File: config.mk
export PLATFORM = sky130hd
export DESIGN_NAME = range_sort_merge_ctrl
export DESIGN_NICKNAME = d
export VERILOG_FILES = /design/src/rtl/range_pkg.sv /design/src/rtl/range_merge_acc.sv /design/src/rtl/range_sort_merge_ctrl.sv
export SDC_FILE = /design/constraint.sdc
export NUM_CORES = 2
export LEC_CHECK = 0
export CAP_MARGIN = 20
export CORE_MARGIN = 5
export CORE_UTILIZATION = 58
export DETAILED_ROUTE_END_ITERATION = 16
export GPL_TIMING_DRIVEN = 1
export PLACE_DENSITY = 0.81
export SETUP_SLACK_MARGIN = 0.4
export SYNTH_ARGS = -nofsm -noshare
export SYNTH_HDL_FRONTEND = slang
export SYNTH_HIERARCHICAL = 1
export SYNTH_SLANG_ARGS = --single-unit
File: constraint.sdc
create_clock -name clk -period 5.6 [get_ports clk]
set_input_delay 1.12 -clock clk [delete_from_list [all_inputs] [get_ports clk]]
set_output_delay 1.12 -clock clk [all_outputs]
set_load 0.01 [all_outputs]
File: src/rtl/range_pkg.sv
// Shared types for the range sort/merge sequencer: the paired-bound BRAM
// entry, default widths and the controller state encoding.
package range_pkg;

    localparam int unsigned ADDR_W_DEF = 12;
    localparam int unsigned DATA_W_DEF = 64;

    typedef struct packed {
        logic [DATA_W_DEF-1:0] low;
        logic [DATA_W_DEF-1:0] high;
    } range_t;

    typedef enum logic [3:0] {
        IDLE,
        SRD_A,
        SRD_B,
        SCMP,
        SWR_A,
        SWR_B,
        MISS,
        MUSE,
        FINISH
    } state_e;

endpackage

File: src/rtl/range_merge_acc.sv
// Merge/accumulate datapath: folds a low-sorted stream of inclusive ranges
// into a running union size. total_o is valid once the last entry is used.
module range_merge_acc
    import range_pkg::*;
#(
    parameter int unsigned DATA_W = DATA_W_DEF
) (
    input  logic              clk,
    input  logic              rst,
    input  logic              use_i,
    input  logic              first_i,
    input  logic [DATA_W-1:0] low_i,
    input  logic [DATA_W-1:0] high_i,
    output logic [DATA_W-1:0] total_o
);

    logic [DATA_W-1:0] cur_low_q;
    logic [DATA_W-1:0] cur_high_q;
    logic [DATA_W-1:0] acc_q;
    logic [DATA_W-1:0] cur_size;
    logic              overlap;

    // Overlap is tested as low <= curH so that curH+1 never wraps at all-ones.
    always_comb begin
        overlap  = low_i <= cur_high_q;
        cur_size = cur_high_q - cur_low_q + 1'b1;
        total_o  = acc_q + cur_size;
    end

    always_ff @(posedge clk) begin
        if (rst) begin
            cur_low_q  <= '0;
            cur_high_q <= '0;
            acc_q      <= '0;
        end else if (use_i) begin
            if (first_i) begin
                cur_low_q  <= low_i;
                cur_high_q <= high_i;
                acc_q      <= '0;
            end else if (overlap) begin
                if (high_i > cur_high_q) begin
                    cur_high_q <= high_i;
                end
            end else begin
                acc_q      <= acc_q + cur_size;
                cur_low_q  <= low_i;
                cur_high_q <= high_i;
            end
        end
    end

endmodule

File: src/rtl/range_sort_merge_ctrl.sv
// Post-load sequencer: bubble-sorts the range BRAM in place by low bound,
// then walks it once to compute the size of the union of all ranges.
module range_sort_merge_ctrl
    import range_pkg::*;
#(
    parameter int unsigned ADDR_W = ADDR_W_DEF,
    parameter int unsigned DATA_W = DATA_W_DEF
) (
    input  logic              clk,
    input  logic              rst,
    input  logic              start,
    input  logic [ADDR_W:0]   rangeCount,
    output logic              busy,
    output logic              done,
    output logic              countValid,
    output logic [DATA_W-1:0] totalCount,
    output logic              bramWE,
    output logic [ADDR_W-1:0] bramAddress,
    output logic [DATA_W-1:0] bramLowWData,
    output logic [DATA_W-1:0] bramHighWData,
    input  logic [DATA_W-1:0] bramLowRData,
    input  logic [DATA_W-1:0] bramHighRData
);

    localparam logic [ADDR_W:0] DEPTH_C = {1'b1, {ADDR_W{1'b0}}};

    state_e            state_q;
    logic [ADDR_W:0]   n_q;
    logic [ADDR_W:0]   limit_q;
    logic [ADDR_W:0]   k_q;
    logic [ADDR_W-1:0] j_q;
    logic              swapped_q;
    range_t            a_q;
    range_t            rd;

    logic              busy_q;
    logic              done_q;
    logic              cv_q;
    logic [DATA_W-1:0] total_q;
    logic              we_q;
    logic [ADDR_W-1:0] addr_q;
    logic [DATA_W-1:0] wlo_q;
    logic [DATA_W-1:0] whi_q;

    logic [ADDR_W:0]   n_clamp;
    logic [ADDR_W:0]   limit_dec;
    logic [ADDR_W:0]   k_inc;
    logic [ADDR_W-1:0] j_inc;
    logic              pass_more;
    logic              sort_done;
    logic              do_swap;
    logic              advance;
    logic [DATA_W-1:0] acc_total;

    assign rd = '{low: bramLowRData, high: bramHighRData};

    always_comb begin
        n_clamp   = (rangeCount > DEPTH_C) ? DEPTH_C : rangeCount;
        limit_dec = limit_q - 1'b1;
        k_inc     = k_q + 1'b1;
        j_inc     = j_q + 1'b1;
        pass_more = ({1'b0, j_q} + 1'b1) < limit_q;
        sort_done = !swapped_q || (limit_dec == '0);
        do_swap   = (state_q == SCMP) && (a_q.low > rd.low);
        advance   = ((state_q == SCMP) && !do_swap) || (state_q == SWR_B);
    end

    range_merge_acc #(
        .DATA_W (DATA_W)
    ) u_merge (
        .clk     (clk),
        .rst     (rst),
        .use_i   (state_q == MUSE),
        .first_i (k_q == '0),
        .low_i   (bramLowRData),
        .high_i  (bramHighRData),
        .total_o (acc_total)
    );

    always_ff @(posedge clk) begin
        if (rst) begin
            state_q   <= IDLE;
            n_q       <= '0;
            limit_q   <= '0;
            k_q       <= '0;
            j_q       <= '0;
            swapped_q <= 1'b0;
            a_q       <= '0;
            busy_q    <= 1'b0;
            done_q    <= 1'b0;
            cv_q      <= 1'b0;
            total_q   <= '0;
            we_q      <= 1'b0;
            addr_q    <= '0;
            wlo_q     <= '0;
            whi_q     <= '0;
        end else begin
            done_q <= 1'b0;
            we_q   <= 1'b0;
            case (state_q)
                IDLE: begin
                    if (start) begin
                        n_q       <= n_clamp;
                        limit_q   <= n_clamp - 1'b1;
                        busy_q    <= 1'b1;
                        cv_q      <= 1'b0;
                        addr_q    <= '0;
                        j_q       <= '0;
                        k_q       <= '0;
                        swapped_q <= 1'b0;
                        if (n_clamp == '0) begin
                            state_q <= FINISH;
                        end else if (n_clamp[ADDR_W:1] == '0) begin
                            state_q <= MISS;
                        end else begin
                            state_q <= SRD_A;
                        end
                    end
                end
                SRD_A: begin
                    addr_q  <= j_inc;
                    state_q <= SRD_B;
                end
                SRD_B: begin
                    a_q     <= rd;
                    state_q <= SCMP;
                end
                SCMP: begin
                    // Entry B is consumed straight from read data as the first write.
                    if (do_swap) begin
                        we_q    <= 1'b1;
                        addr_q  <= j_q;
                        wlo_q   <= rd.low;
                        whi_q   <= rd.high;
                        state_q <= SWR_A;
                    end
                end
                SWR_A: begin
                    we_q      <= 1'b1;
                    addr_q    <= j_inc;
                    wlo_q     <= a_q.low;
                    whi_q     <= a_q.high;
                    swapped_q <= 1'b1;
                    state_q   <= SWR_B;
                end
                SWR_B: begin
                    state_q <= SWR_B;
                end
                MISS: begin
                    state_q <= MUSE;
                end
                MUSE: begin
                    k_q <= k_inc;
                    if (k_inc < n_q) begin
                        addr_q  <= k_inc[ADDR_W-1:0];
                        state_q <= MISS;
                    end else begin
                        state_q <= FINISH;
                    end
                end
                FINISH: begin
                    total_q <= (n_q == '0) ? '0 : acc_total;
                    done_q  <= 1'b1;
                    cv_q    <= 1'b1;
                    busy_q  <= 1'b0;
                    state_q <= IDLE;
                end
                default: begin
                    state_q <= IDLE;
                end
            endcase

            // Shared end-of-compare step for both the no-swap and post-swap paths.
            if (advance) begin
                if (pass_more) begin
                    j_q     <= j_inc;
                    addr_q  <= j_inc;
                    state_q <= SRD_A;
                end else if (sort_done) begin
                    addr_q  <= '0;
                    state_q <= MISS;
                end else begin
                    j_q       <= '0;
                    addr_q    <= '0;
                    limit_q   <= limit_dec;
                    swapped_q <= 1'b0;
                    state_q   <= SRD_A;
                end
            end
        end
    end

    assign busy          = busy_q;
    assign done          = done_q;
    assign countValid    = cv_q;
    assign totalCount    = total_q;
    assign bramWE        = we_q;
    assign bramAddress   = addr_q;
    assign bramLowWData  = wlo_q;
    assign bramHighWData = whi_q;

endmodule

# == Yosys cells after proc, flatten, opt, wreduce, memory -nomap -nowiden ==
# Cells that the tools add are included.
# totals
reg_bits,584
inputBits,144
wordCells,126
# op_classes
n_eq_ne,15
reduce_logical,26
n_mux,52
add_sub_neg,8
order_cmp,6
# op_table
op,count
$mux W64,10
$pmux W64 S2,2
$gt A64 B64 Y1,2
$mux W12,10
$mux W13,7
$add A64 B1 Y64 const B,1
$add A64 B64 Y64,1
$le A64 B64 Y1,1
$sub A64 B64 Y64,1
$logic_not A13 Y1,4
$pmux W12 S4,1
$pmux W4 S7,1
$lt A13 B13 Y1,2
$pmux W13 S2,1
$sub A13 B1 Y13 const B,2
$mux W4,5
$eq A4 B3 Y1 const B,4
$reduce_and A2 Y1,7
$add A12 B1 Y13 const B,1
$add A13 B1 Y13 const B,1
$gt A13 B13 Y1 const B,1
$add A12 B1 Y12 const B,1
$logic_not A12 Y1,1
$mux W3,3
other kinds (17),37

# == Longest topological paths before layout ==
# logic_depth
word_depth,8
ltp_mapped,17
mapped_depth_nobuf,17

# == By module ==
# Netlist, hierarchy kept.
# modules_own_cells
module,area_per_inst_um2,seq_area_each_um2,cells_per_inst,instances
range_sort_merge_ctrl,18396.4,7847.5,2151,1
range_merge_acc,15630.0,3843.7,1830,1

# == Worst setup path before layout ==
# No wires, ideal clock.
# synth_timing
path_kind,register -> register
start,reg u_merge.cur_high_q[0]
end,"reg total_q[62], in the netlist totalCount[62]"
path_slack_ns,1.660
period_less_slack_ns,3.940
path_buffers,0
t_arrival_ns,3.824
stages_incl_launch_ff,18
t_required_ns,5.483
setup_time_ns,0.117
path_cell_list,dfxtp_1 inv_1 fa_1 inv_1 ha_1 or2_2 fa_1 a21oi_1 o211ai_1 nand4_1 nand3_1 o21a_1 a21oi_1 o211ai_1 o21ai_1 and2_1 a311oi_1 a22o_1
# synth_between
elab_chain_cells,4
# synth_rtl
item,line_no,source
start: declaration,range_merge_acc.sv:18,logic [DATA_W-1:0] cur_high_q;
start signal: assignment,range_merge_acc.sv:38,cur_high_q <= high_i;
start signal: assignment,range_merge_acc.sv:42,cur_high_q <= high_i;
start signal: assignment,range_merge_acc.sv:47,cur_high_q <= high_i;
$sub A64 B64 Y64,range_merge_acc.sv:26,cur_size = cur_high_q - cur_low_q + 1'b1;
$add A64 B1 Y64,range_merge_acc.sv:26,
$add A64 B64 Y64,range_merge_acc.sv:27,total_o = acc_q + cur_size;
net acc_total[62],range_sort_merge_ctrl.sv:53,logic [DATA_W-1:0] acc_total;
$mux W64,range_sort_merge_ctrl.sv:162,total_q <= (n_q == '0) ? '0 : acc_total;
end signal: assignment,range_sort_merge_ctrl.sv:162,
end: declaration,range_sort_merge_ctrl.sv:39,logic [DATA_W-1:0] total_q;
# The timed path passes the listed nets, and every way through them passes these cells.
# A chain may end at the register's enable or synchronous reset.

# == Worst setup path after layout ==
# layout_timing
start,in bramLowRData[30]
end,"reg wlo_q[39], in the netlist bramLowWData[39]"
# layout_between
elab_chain_cells,4
# layout_rtl
item,line_no,source
start: declaration,range_sort_merge_ctrl.sv:21,"input logic [DATA_W-1:0] bramLowRData,"
$gt A64 B64 Y1,range_sort_merge_ctrl.sv:64,do_swap = (state_q == SCMP) && (a_q.low > rd.low);
$logic_and A1 B1 Y1,range_sort_merge_ctrl.sv:64,
$ne A2 B2 Y1 (no source line),--,
$reduce_and A2 Y1 (no source line),--,
end signal: assignment,range_sort_merge_ctrl.sv:133,wlo_q <= rd.low;
end signal: assignment,range_sort_merge_ctrl.sv:141,wlo_q <= a_q.low;
end: declaration,range_sort_merge_ctrl.sv:42,logic [DATA_W-1:0] wlo_q;
# No other way between the ends.

==> run metrics <==
FF+latch area=~12000 µm²; row count=between 80 and 90; Die Ht=between 200 and 300 µm; min-delay worst type=reg2reg; total track usage=30.1%; Hold Slack=0.452 ns; compound-cell area share of the yosys netlist=about 18%; # nets final=roughly 4700; Leak=~17 nW; CP delay by family, top=compound AO/OA/AOI/OAI gates; Critical path buffers and inverters=3; Clock Latency Late Sink=between 0.6 and 0.7 ns; Primary FF master, synth=dfxtp_1; Seq/Total Area, Yosys=34.4%; RSZ-0062 raised after global routing=false; starting DRC count in detailed routing=roughly 2300; Slew @ Worst Pin=approximately 1.1 ns; post-synth top area share=about a third; Synth area leaders=dfxtp_1, ha_1, mux2i_1; Final Hold Vio Count=0; TritonCTS Buffers=66; Max Clk Rate=about 200 MHz; Post-synth ARST share=0%; I/O pins=about 350; P&R area growth vs syn=18.0%; number of synthesized flops with an enable pin=0; CP Cell Sequence=clkdlybuf4s50_1, inv_1, ha_1, nand4_1, nor4_2, a2bb2oi_1, a211o_1, a31o_1, a21boi_2, and2_4, buf_12, mux2i_1, a211oi_1; setup TNS=0 ns; clock tree buffer depth=3; WL/cell=between 15 and 20 µm; mux share of post-synthesis cell area=8.25%; Root Buffer=clkbuf_16; DRC viols=0; crit path DAT=5.31 ns; Multi-input gate area=19900 µm²; leading cell types in the layout, fill and taps excluded=dfxtp_1, nor2_1, nand2_1, inv_1, clkdlybuf4s50_1; critical path endpoint category=register; placer congestion estimate=about 0.96; TritonRoute pass-1 iters=5; commonest non-fill, non-tap cell in the layout=dfxtp_1; Core Region=a little under 60000 µm²; Resize count post-CTS=0; Reg clk slew, reported paths=about 0.060 ns; Maximum Capacitance Violations=0; CP required=approximately 6.0 ns; die area=63600 µm²; H-Tree Depth=3; CP peak stage delay=approximately 0.67 ns; ANT nets after route=0; post-synth cell types=84; Seq cells post-synth=between 500 and 600; global route total overflow=0; ant diodes=0; vias in the first global route=approximately 29000; Slowest-stage cell, CP=nor4_2; vias per inst=~5.9; XOR/XNOR Fraction of Synth Area=2.52%; setup bufs post-CTS=0; max_slew headroom=between 20% and 30%; crit share post-route=around 87%; IO buf count=351; # setup viols final=0; layout cell share with drive strength beyond 1=4.82%; Reg2Reg Depth=18; main combinational cell family by area after synthesis=compound AO/OA/AOI/OAI gates; Starting Density=roughly three fifths; Sink Count=around 580; outcome=complete, no violations; Post-Synth Adder-Cell Area=14.3%; Post-DP HPWL=roughly 70 mm; Detailed Route WL=99.1 mm; Tmin final=4.88 ns; crit-path max FO=35; Post-Syn Instances=3981; area share of and/or/nand/nor cells after synthesis=14.8%; PD cells=253 nW/µm²; first-pass GRT wire length=~160 mm; Worst Skew=0.0265 ns; Die W=approximately 250 µm; Mapped Area=roughly 34000 µm²; Fill cells=4600; largest net degree at the start of global routing=~140; CTS tree=done; Critical Path Start Type=input pin; yosys warns=6; Mapped Nets=around 4500; Crit Path Class=in2reg; WP depth=13; Syn Area/Cell=8.55 µm²; count of hold-fix buffers inserted at cts=0; Final Max Slew Viols=0; Max VDD drop=approximately 0.00018 V; WHS Path Cells=2; initial antenna violation count=1; via count=between 20000 and 30000; area leader, netlist=dfxtp_1
-- cells in the mapped netlist, types with 5 or more instances --
master	n
clkbuf_1	172
nand2_1	401
o41ai_1	5
buf_6	15
fa_1	63
nor2_1	417
inv_1	370
mux2i_1	258
buf_2	13
o21bai_1	14
or3_1	12
a21o_1	112
xnor2_1	59
o31ai_1	5
a21oi_1	332
nor3b_1	13
a221oi_1	8
buf_12	6
nand2b_1	32
o21a_1	16
a221o_1	6
a211o_1	5
o211ai_1	17
a211oi_1	143
and3_1	21
nor2b_1	18
a311oi_1	13
xor2_1	39
dfxtp_1	584
and2_1	14
nand3_1	48
a22oi_1	22
a31o_2	5
buf_4	11
ha_1	287
a22o_1	87
nor3_1	29
nand4_1	71
o21ai_0	101
nor4_1	18
a31oi_1	15
mux2_2	20
-- state kept, by name (all words and copies together), names as in the netlist, 4 cells and up --
signal              flops
state_q                 4
bramHighWData          64
totalCount             64
u_merge/cur_low_q      64
j_q                    12
n_q                    13
bramLowWData           64
k_q                    13
bramAddress            12
u_merge/cur_high_q     64
limit_q                13
a_q                   128
u_merge/acc_q          64
-- metal layers --
metal  track usage [%]  wire length, µm  vias to the layer above
met5                 0                0                        -
met4              10.3             3180                        0
met3              5.19             6740                      183
met2              50.9            47400                     1039
met1              39.1            41800                    14366
li1                  -                -                    14338
-- path summary, 6_finish.rpt --
kind | start | endpoint | slack [ns]
worst max-delay path | bramLowRData[30] | bramLowWData[39]$_SDFFE_PP0P_ | 0.72
worst min-delay path | a_q[29]$_SDFFE_PP0P_ | a_q[29]$_SDFFE_PP0P_ | 0.45
worst max register to register | u_merge/cur_high_q[0]$_SDFFE_PP0P_ | totalCount[58]$_SDFFE_PP0P_ | 0.95
worst min register to register | a_q[29]$_SDFFE_PP0P_ | a_q[29]$_SDFFE_PP0P_ | 0.45
-- worst min-delay path, delay by kind of cell (launching register included) --
kind / cells / cell delay, ns
AO/OA/AOI/OAI: 1 / 0.05
flip-flops: 1 / 0.31
AND/OR/NAND/NOR: 1 / 0.05
-- report_power, final --
| part | internal, mW | leakage [nW] | switching (mW) |
|---|---|---|---|
| Clock | 2.62 | 1.09 | 1.79 |
| Combinational | 0.533 | 11.6 | 0.823 |
| Sequential | 4.28 | 4.72 | 0.101 |
-- cell type report --
type,count,share of cell area [%]
clock buffers,101,4.99
clock inverters,17,0.533
inverters,370,3.46
multi-input cells,2807,49.6
flip-flops and latches,584,29.1
well taps,765,2.38
repair buffers,397,9.93
-- metrics by stage --
step / std cells / utilization (%) / setup slack, ns / power, mW / cell area (µm²)
4_1_cts: 5041 / 69.4 / 0.876 / 10.2 / 40200
3_3_place_gp: 4923 / 65.5 / 0.394 / 5.77 / 37900
5_1_grt: 5041 / 69.4 / 0.561 / 10.5 / 40200
3_5_place_dp: 4923 / 65.5 / 0.299 / 5.79 / 37900
6_report: 5041 / 69.4 / 0.716 / 10.2 / 40200
2_1_floorplan: 3981 / - / 1.66 / 5.23 / 34000
-- kinds of logic after synthesis --
logic type      after synthesis
fa+ha+maj                   350
simple gates               1131
xor+xnor                     98
buf+inv                     590
mux                         278
flops                       584
compound gates              950
Note: power is estimated with default switching activity, not from simulation.
